`config.mk`:
```
export PLATFORM = sky130hd
export DESIGN_NAME = booth_pp_gen
export DESIGN_NICKNAME = d
export VERILOG_FILES = /design/src/rtl/mul16_pkg.sv /design/src/rtl/booth_row.sv /design/src/rtl/booth_pp_gen.sv
export SDC_FILE = /design/constraint.sdc
export NUM_CORES = 1
export LEC_CHECK = 0
export CAP_MARGIN = 20
export CORE_MARGIN = 5
export CORE_UTILIZATION = 25
export CTS_CLUSTER_DIAMETER = 200
export CTS_CLUSTER_SIZE = 8
export DETAILED_ROUTE_END_ITERATION = 7
export PLACE_DENSITY_LB_ADDON = 0.2
export SLEW_MARGIN = 10
export SYNTH_ARGS = -nofsm -noshare
export SYNTH_HDL_FRONTEND = slang
export SYNTH_HIERARCHICAL = 1
export SYNTH_SLANG_ARGS = --single-unit
```
`constraint.sdc`:
```
create_clock -name clk -period 3.05 [get_ports clk]
set_clock_uncertainty 0.2 [all_clocks]
set_input_delay 0.915 -clock clk [delete_from_list [all_inputs] [get_ports clk]]
set_output_delay 0.915 -clock clk [all_outputs]
set_load 0.05 [all_outputs]
```
`src/rtl/mul16_pkg.sv`:
```
`default_nettype none
// +----------------------------------------------------------------------+
// | Module   : mul16_pkg                                                 |
// | Purpose  : Shared constants, Booth digit type and digit decoder for  |
// |            the signed 16x16 multiplier datapath.                     |
// | Revision : 1.0  initial release                                      |
// +----------------------------------------------------------------------+
package mul16_pkg;

  localparam int WIDTH = 16;           // operand width (tree is sized for 16)
  localparam int ROWS  = WIDTH / 2;    // radix-4 Booth rows
  localparam int PP0_W = 20;           // row 0 width
  localparam int PPN_W = 19;           // rows 1..6 width
  localparam int PP7_W = 18;           // row 7 width (bits above column 31 dropped)

  // Booth digit selector: value d in {-2,-1,0,+1,+2}
  typedef enum logic [2:0] {
    ZERO = 3'd0,
    POS1 = 3'd1,
    POS2 = 3'd2,
    NEG1 = 3'd3,
    NEG2 = 3'd4
  } booth_op_t;

  // Standard radix-4 Booth table on the triplet {y[2i+1], y[2i], y[2i-1]}
  function automatic booth_op_t booth_decode(input logic [2:0] trip);
    booth_op_t op;
    case (trip)
      3'b001, 3'b010: op = POS1;
      3'b011:         op = POS2;
      3'b100:         op = NEG2;
      3'b101, 3'b110: op = NEG1;
      default:        op = ZERO;
    endcase
    return op;
  endfunction

endpackage
`default_nettype wire

```
`src/rtl/booth_row.sv`:
```
`default_nettype none
// +----------------------------------------------------------------------+
// | Module   : booth_row                                                 |
// | Purpose  : One Booth row: computes d*x exactly and returns its low   |
// |            17 bits (two's complement) plus the sign of the product.  |
// | Revision : 1.0  initial release                                      |
// +----------------------------------------------------------------------+
module booth_row
  import mul16_pkg::*;
(
  input  logic [WIDTH-1:0] x_i,
  input  booth_op_t        op_i,
  output logic [WIDTH:0]   m_o,
  output logic             s_o
);

  // 18 bits hold every d*x exactly, including +65536 for x=-32768, d=-2
  logic signed [WIDTH+1:0] x_w;
  logic signed [WIDTH+1:0] v_w;

  // Select the scaled/negated multiplicand for this digit
  always_comb begin
    x_w = {{2{x_i[WIDTH-1]}}, x_i};
    v_w = '0;
    case (op_i)
      POS1:    v_w = x_w;
      POS2:    v_w = x_w <<< 1;
      NEG1:    v_w = -x_w;
      NEG2:    v_w = -(x_w <<< 1);
      default: v_w = '0;
    endcase
  end

  assign m_o = v_w[WIDTH:0];
  assign s_o = v_w[WIDTH+1];

endmodule
`default_nettype wire

```
`src/rtl/booth_pp_gen.sv`:
```
`default_nettype none
// +----------------------------------------------------------------------+
// | Module   : booth_pp_gen                                              |
// | Purpose  : Radix-4 Booth partial-product generator, 2-stage pipeline |
// |            with valid/ready on both sides. Emits sign-extension-     |
// |            encoded rows pp0..pp7 for the Dadda compression tree.     |
// | Revision : 1.0  initial release                                      |
// +----------------------------------------------------------------------+
module booth_pp_gen
  import mul16_pkg::*;
(
  input  logic             clk,
  input  logic             rst,
  input  logic             in_valid,
  output logic             in_ready,
  input  logic [WIDTH-1:0] a,
  input  logic [WIDTH-1:0] b,
  output logic             out_valid,
  input  logic             out_ready,
  output logic [PP0_W-1:0] pp0,
  output logic [PPN_W-1:0] pp1,
  output logic [PPN_W-1:0] pp2,
  output logic [PPN_W-1:0] pp3,
  output logic [PPN_W-1:0] pp4,
  output logic [PPN_W-1:0] pp5,
  output logic [PPN_W-1:0] pp6,
  output logic [PP7_W-1:0] pp7
);

  // Stage 1: multiplicand and decoded digits (the digits fully capture b)
  logic             s1_valid_q, s1_valid_d;
  logic [WIDTH-1:0] x_q, x_d;
  booth_op_t        op_q [ROWS];
  booth_op_t        op_d [ROWS];

  // Stage 2: registered rows
  logic             out_valid_q, out_valid_d;
  logic [PP0_W-1:0] pp0_q, pp0_d;
  logic [PPN_W-1:0] ppn_q [1:ROWS-2];
  logic [PPN_W-1:0] ppn_d [1:ROWS-2];
  logic [PP7_W-1:0] pp7_q, pp7_d;

  logic             s2_adv_w;
  logic             in_xfer_w;
  logic [WIDTH:0]   y_ext_w;
  booth_op_t        op_w [ROWS];
  logic [WIDTH:0]   m_w  [ROWS];
  logic             s_w  [ROWS];

  // Handshake: stage 2 can take new data when empty or draining this cycle
  assign s2_adv_w  = !out_valid_q || out_ready;
  assign in_ready  = !s1_valid_q || s2_adv_w;
  assign in_xfer_w = in_valid && in_ready;

  // Multiplier with the implicit y[-1]=0 appended below bit 0
  assign y_ext_w = {b, 1'b0};

  generate
    for (genvar gi = 0; gi < ROWS; gi++) begin : g_digit
      assign op_w[gi] = booth_decode(y_ext_w[2*gi+2 -: 3]);

      booth_row u_row (
        .x_i  (x_q),
        .op_i (op_q[gi]),
        .m_o  (m_w[gi]),
        .s_o  (s_w[gi])
      );
    end
  endgenerate

  // Stage 1 next state: load on input transfer, empty when handed to stage 2
  always_comb begin
    s1_valid_d = s1_valid_q;
    x_d        = x_q;
    op_d       = op_q;
    if (in_xfer_w) begin
      s1_valid_d = 1'b1;
      x_d        = a;
      op_d       = op_w;
    end else if (s2_adv_w) begin
      s1_valid_d = 1'b0;
    end
  end

  // Stage 2 next state: rows form sign-extension-encoded partial products
  always_comb begin
    out_valid_d = out_valid_q;
    pp0_d       = pp0_q;
    ppn_d       = ppn_q;
    pp7_d       = pp7_q;
    if (s2_adv_w) begin
      out_valid_d = s1_valid_q;
      if (s1_valid_q) begin
        pp0_d = {~s_w[0], s_w[0], s_w[0], m_w[0]};
        for (int i = 1; i < ROWS-1; i++) begin
          ppn_d[i] = {1'b1, ~s_w[i], m_w[i]};
        end
        pp7_d = {~s_w[ROWS-1], m_w[ROWS-1]};
      end
    end
  end

  // Pipeline registers with synchronous reset that discards in-flight items
  always_ff @(posedge clk) begin
    if (rst) begin
      s1_valid_q  <= 1'b0;
      x_q         <= '0;
      for (int i = 0; i < ROWS; i++) begin
        op_q[i] <= ZERO;
      end
      out_valid_q <= 1'b0;
      pp0_q       <= '0;
      for (int i = 1; i < ROWS-1; i++) begin
        ppn_q[i] <= '0;
      end
      pp7_q       <= '0;
    end else begin
      s1_valid_q  <= s1_valid_d;
      x_q         <= x_d;
      op_q        <= op_d;
      out_valid_q <= out_valid_d;
      pp0_q       <= pp0_d;
      ppn_q       <= ppn_d;
      pp7_q       <= pp7_d;
    end
  end

  assign out_valid = out_valid_q;
  assign pp0       = pp0_q;
  assign pp1       = ppn_q[1];
  assign pp2       = ppn_q[2];
  assign pp3       = ppn_q[3];
  assign pp4       = ppn_q[4];
  assign pp5       = ppn_q[5];
  assign pp6       = ppn_q[6];
  assign pp7       = pp7_q;

endmodule
`default_nettype wire

```
==> flow_summary.json, run 1 <==
{
  "synth_cells": 2012,
  "fmax_mhz": 333.3,
  "grt_max_degree": 88,
  "synth_fp_nets": 2060,
  "grt_pass1_wl_mm": 89.48,
  "netlist_area_sq_um": 14520,
  "pwr-share-clk_pct": 34.1,
  "synth_edf_count": 0,
  "p_int_w": 0.004797,
  "final_core_util_pct": 31.39,
  "hp-class": "register to register",
  "cp_max_fo": 3,
  "gp_congestion": 0.8813,
  "cp-start-kind": "input port",
  "drt_pre_antenna_iters": 6,
  "die_h_um": 251,
  "netSwitchingPower_w": 0.002568,
  "final_cells": 2887,
  "h-tree-depth": 4,
  "dp_cells": 2849,
  "yosysSeqAreaShare_pct": 25.92,
  "die_w_um": 251,
  "switching_share_pct": 34.87,
  "dp_hpwl_mm": 39.79,
  "initialDrtViolationCount": 1339,
  "final.min_clock_period_ns": 3.000,
  "tightest_slew_ns": 1.004,
  "placed_area_sq_um": 17390,
  "critical_path_class": "input port to primary output",
  "min_path_cells": 2,
  "grt_use_total_pct": 17.61,
  "antenna_found_initial": 8,
  "fp.coreArea_sq_um": 57590,
  "rsz0062_at_grt": "false",
  "ir_worst_vdd_uv": 500.6,
  "avgRoutedWirePerCell_um": 20.07,
  "slew_viol_final": 0,
  "powerDensity_nw_per_um2": 407.5,
  "hold_viol": 0,
  "preCtsSetupSlack_ns": -0.2299,
  "cap_violations": 0,
  "grt-ovfl-total": 0,
  "wl_mm": 57.93,
  "critPathArrivalTime_ns": 1.89,
  "drive_above_1_share_pct": 10.54,
  "r2r_cells": 6,
  "start_util_pct": 25.22,
  "synthArstFlopShare_pct": 0,
  "portBuffers": 189,
  "cts_buffers": 17,
  "leakage_nw": 5.892,
  "fin_area_sq_um": 18070,
  "path_clk_slew_ns": 0.06,
  "drcViolationCount": 0,
  "setup_viol": 0,
  "p_seq_share_pct": 36.3,
  "cts_buffer_depth": 2,
  "hold_buffers": 0,
  "vias": 15981,
  "drtAntennaViolNets": 0,
  "p_comb_share_pct": 29.6,
  "critPathRequiredTime_ns": 1.93,
  "cts_sinks": 188,
  "clkLatencyLatePin_ns": 0.50,
  "power_w": 0.007366,
  "synth_area_per_cell_sq_um": 7.217,
  "ys_types": 56,
  "min_period_over_period_pct": 98.36,
  "synth_ff_type": "dfxtp_1",
  "cts_tree": "built",
  "drt-vias-per-instance": 5.536,
  "row_count": 88,
  "io_pins": 190,
  "fin_nets": 2152,
  "cts_root_buffer": "clkbuf_16",
  "status": "completed",
  "dieArea_sq_um": 63000,
  "grt_pass1_vias": 14941,
  "relSlewSlack_pct": 33.04,
  "ys_ff_latch": 188,
  "setup_slack_ns": 0.04998,
  "ys_warn_count": 6,
  "area_growth_syn_to_layout_pct": 24.47,
  "end_kind": "primary output"
}
==> path summary, 6_finish.rpt <==
path | slack (ns) | startpoint | end
setup / recovery | 0.05 | out_ready | in_ready
hold reg to reg | 0.28 | pp0[19] | pp0[19]
hold / removal | 0.28 | pp0[19] | pp0[19]
setup reg to reg | 0.26 | x_q[3] | pp0[19]
==> state kept, by name (all words and copies together) (netlist names) <==
name / count
op_q: 24
pp0: 19
pp1: 19
pp2: 18
pp3: 18
pp4: 18
pp5: 18
pp6: 18
pp7: 18
x_q: 16
out_valid: 1
s1_valid_q: 1
==> cell usage in the layout (no fill, tap or decap), types with 9 or more instances in the layout <==
master	n
a22oi_1	104
a21o_1	16
dfxtp_2	13
o22ai_1	48
xor2_1	46
a21oi_1	228
ha_1	12
inv_1	27
nand2b_1	32
clkdlybuf4s50_1	185
nand3b_1	14
nor3b_1	9
xnor2_1	77
o21ai_1	73
nand3_1	180
o31ai_1	16
o21ai_0	181
clkbuf_16	18
dfxtp_1	173
nor2_1	95
nor2b_1	16
nor4_1	16
nand4_1	15
or3_1	9
buf_12	21
nor3_1	58
a211oi_1	12
o31a_1	16
nand2_1	142
a221o_1	24
buf_4	78
==> per-layer routing <==
layer  wire [um]  global-route usage (%)
met4         877                   4.927
met1       27000                   24.32
met5          27                       0
met3        3631                   4.169
met2       26400                   27.53
==> area by class of cell <==
class / count / area (sq um)
multi-input cells: 1580 / 9654
clock inverters: 12 / 181.4
flip-flops and latches: 188 / 3787
well taps: 765 / 957.2
inverters: 29 / 113.9
fillers: 6156 / 39510
diodes: 6 / 15.01
clock buffers: 19 / 464.2
repair buffers: 288 / 2900
==> per-stage QoR <==
stage	hold WS [ns]	setup TNS, ns
detailed placement	0.2672	-2.147
CTS	0.2804	0
global placement	0.2639	-1.504
global route	0.2968	0
floorplan	0.2745	0
finish	0.2765	0
==> repair_timing <==
item                                    in CTS  in global routing
endpoints found under the setup margin       1                  1
buffers inserted                             0                  0
resized for setup                            1                  3
==> cells in the mapped netlist, drive strengths merged, types with 12 or more instances <==
| cell type | n | area, sq um |
|---|---|---|
| ha | 12 | 150.1 |
| nor2 | 96 | 362.8 |
| clkbuf | 115 | 434.2 |
| a21oi | 228 | 1141 |
| o31a | 16 | 140.1 |
| nor3 | 66 | 370.4 |
| nor2b | 16 | 100.1 |
| dfxtp | 188 | 3764 |
| nand2b | 33 | 206.5 |
| a22oi | 104 | 780.8 |
| o31ai | 16 | 120.1 |
| inv | 29 | 108.9 |
| a221o | 24 | 240.2 |
| nand2 | 142 | 533.0 |
| o21ai | 254 | 1271 |
| buf | 100 | 568.1 |
| a21o | 16 | 120.1 |
| nand4 | 15 | 93.84 |
| xnor2 | 77 | 674.4 |
| xor2 | 46 | 402.9 |
| a211oi | 12 | 90.09 |
| nor4 | 32 | 370.4 |
| nand3b | 14 | 105.1 |
| nand3 | 180 | 900.9 |
| o22ai | 48 | 300.3 |
| and3 | 16 | 140.1 |
==> power by group through the flow <==
stage / Combinational, W / Sequential [W] / Clock, W
floorplan: 0.00132 / 0.00289 / 0
global placement: 0.00214 / 0.00273 / 0
detailed placement: 0.00216 / 0.00273 / 0
CTS: 0.00217 / 0.00267 / 0.00261
global route: 0.00236 / 0.00269 / 0.00269
finish: 0.00218 / 0.00267 / 0.00251
==> critical path, stage by stage <==
cell and delay [ns]:
clkdlybuf4s50_1 0.47, and3b_2 0.24, inv_4 0.10, buf_8 0.15
==> logic make-up (layout without fill, tap and decap cells) <==
logic type	count (synthesis)	after routing	synth area share (%)
AO/OA/AOI/OAI	773	773	32.06
AND/OR/NAND/NOR	672	672	25.92
buffers and inverters	244	348	7.652
flip-flops	188	188	25.92
XOR/XNOR	123	123	7.419
adder cells (fa/ha/maj)	12	12	1.034
other	0	6	0
No activity file was read; power rests on OpenSTA's default activity.
==> inputs of run 2 (changes only) <==
--- a/config.mk
+++ b/config.mk
@@ -12,7 +12,7 @@
 export CTS_CLUSTER_SIZE = 8
 export DETAILED_ROUTE_END_ITERATION = 7
 export PLACE_DENSITY_LB_ADDON = 0.2
-export SLEW_MARGIN = 10
+export SLEW_MARGIN = 15
 export SYNTH_ARGS = -nofsm -noshare
 export SYNTH_HDL_FRONTEND = slang
 export SYNTH_HIERARCHICAL = 1
==> run 2 against run 1 <==
Wire length about the same. Non-clock buffer count down 1. First-iteration DRC count decreased by 4.2%. Fmax increased by 0.13%. Utilization barely moved. Sequential share of layout area hardly changed. Critical path type unchanged. Sequential power barely moved. Register-to-register slack better by 0.02 ns. Combinational power is essentially flat. Total power is essentially flat. Flip-flop and latch count unchanged.
==> flow_summary.json, run 2 (same netlist as run 1, synthesis figures left out) <==
{
  "powerDensity_nw_per_um2": 407.7,
  "critPathRequiredTime_ns": 1.93,
  "reg2reg_slack_ns": 0.28,
  "final_cell_mix": "a21oi_1, clkdlybuf4s50_1, o21ai_0, nand3_1, dfxtp_1",
  "cp-start-kind": "input port",
  "cts_root_buffer": "clkbuf_16",
  "final_common_cell": "a21oi_1",
  "cts_buffer_depth": 2,
  "hp-class": "register to register",
  "hold_buffers": 0,
  "h-tree-depth": 4,
  "path_clk_slew_ns": 0.06,
  "portBuffers": 189,
  "fp.coreArea_sq_um": 57590,
  "tightest_slew_ns": 1.007,
  "avgRoutedWirePerCell_um": 20.09,
  "grt_max_degree": 88,
  "grt_pass1_vias": 14941,
  "gp_congestion": 0.8813,
  "grt_pass1_wl_mm": 89.48,
  "area_growth_syn_to_layout_pct": 24.39,
  "drive_above_1_share_pct": 10.54,
  "setup_viol": 0,
  "critical_path_class": "input port to primary output",
  "cts.repair.resized": 1,
  "wl_mm": 57.96,
  "clkLatencyLatePin_ns": 0.50,
  "grt-ovfl-total": 0,
  "drcViolationCount": 0,
  "status": "completed",
  "crit_path_end": "in_ready",
  "cts_tree": "built",
  "relSlewSlack_pct": 32.84,
  "dp_cells": 2849,
  "die_h_um": 251,
  "largest-register": "op_q",
  "grt_use_total_pct": 17.61,
  "die_w_um": 251,
  "min_period_over_period_pct": 98.24,
  "r2r_start": "x_q[0]",
  "vias": 15941,
  "cap_violations": 0,
  "critPathArrivalTime_ns": 1.88,
  "end_kind": "primary output",
  "fin_tns_setup_ns": 0,
  "final_cells": 2885,
  "r2r_cells": 10,
  "fin_nets": 2151,
  "drtAntennaViolNets": 0,
  "rsz0062_at_grt": "false",
  "row_count": 88,
  "drt_pre_antenna_iters": 6,
  "antenna_found_initial": 8,
  "final.min_clock_period_ns": 2.996,
  "hold_viol": 0,
  "cp_max_fo": 3,
  "fmax_mhz": 333.8,
  "post-cts-setup-buffers": 0,
  "dp_hpwl_mm": 39.79,
  "leakage_nw": 5.886,
  "slew_viol_final": 0,
  "cts_buffers": 17,
  "start_util_pct": 25.22,
  "critPathLaunch": "out_ready",
  "drt-vias-per-instance": 5.525,
  "ir_worst_vdd_uv": 500.1,
  "cts_sinks": 188,
  "initialDrtViolationCount": 1283,
  "largest_reg_flops": 24,
  "io_pins": 190,
  "dieArea_sq_um": 63000,
  "r2r-end": "pp0[8]"
}
## run 2: cell count changes in the layout (fill, tap and decap cells not counted), sizes merged
cell   previous run  this run
diode             6         5
buf             103       102
## run 2: worst min path at each step
stage	from	to	slack (ns)	depth (start not counted)
6_report	pp0[19]	pp0[19]	0.28	2
5_1_grt	pp1[13]	pp1[13]	0.30	2
4_1_cts	pp4[16]	pp4[16]	0.28	2
3_5_place_dp	pp1[9]	pp1[9]	0.27	2
3_3_place_gp	pp1[1]	pp1[1]	0.26	2
2_1_floorplan	op_q[14]	op_q[14]	0.27	2
## run 2: final cells by class
class	instances	area, sq um
Inverter	29	113.9
Timing Repair Buffer	287	2889
Fill cell	6158	39520
Clock buffer	19	464.2
Antenna cell	5	12.51
Sequential cell	188	3787
Multi-Input combinational cell	1580	9657
Tap cell	765	957.2
Clock inverter	12	181.4
## run 2: per-stage QoR
step / util [%] / cell area (sq um) / hold slack, ns / power [W] / setup slack [ns]
3_3_place_gp: 30.20 / 17390 / 0.2639 / 0.004866 / -0.1666
5_1_grt: 31.36 / 18060 / 0.2968 / 0.007728 / 0.01268
3_5_place_dp: 30.20 / 17390 / 0.2672 / 0.004888 / -0.2299
2_1_floorplan: - / 14520 / 0.2745 / 0.004208 / 0.08949
6_report: 31.37 / 18060 / 0.2769 / 0.007364 / 0.05377
4_1_cts: 31.33 / 18040 / 0.2804 / 0.007446 / 0.01231
## run 2: where the power goes
group | total, W | switching (W) | internal [W]
Sequential | 0.00267 | 0.000140 | 0.00253
Clock | 0.00251 | 0.00107 | 0.00144
Combinational | 0.00218 | 0.00136 | 0.000820
## run 2: worst max-delay path: stages
cell and delay, ns:
clkdlybuf4s50_1 0.47, and3b_2 0.24, inv_4 0.10, buf_8 0.15
## run 2: metal layers
metal	vias up	part of all wire, %	track usage (%)	routed length [um]
met5	-	0.072	0	42
met4	6	1.4	4.927	794
met3	49	6.6	4.169	3810
met2	500	46	27.53	26440
met1	7763	46	24.32	26880
li1	7623	-	-	-
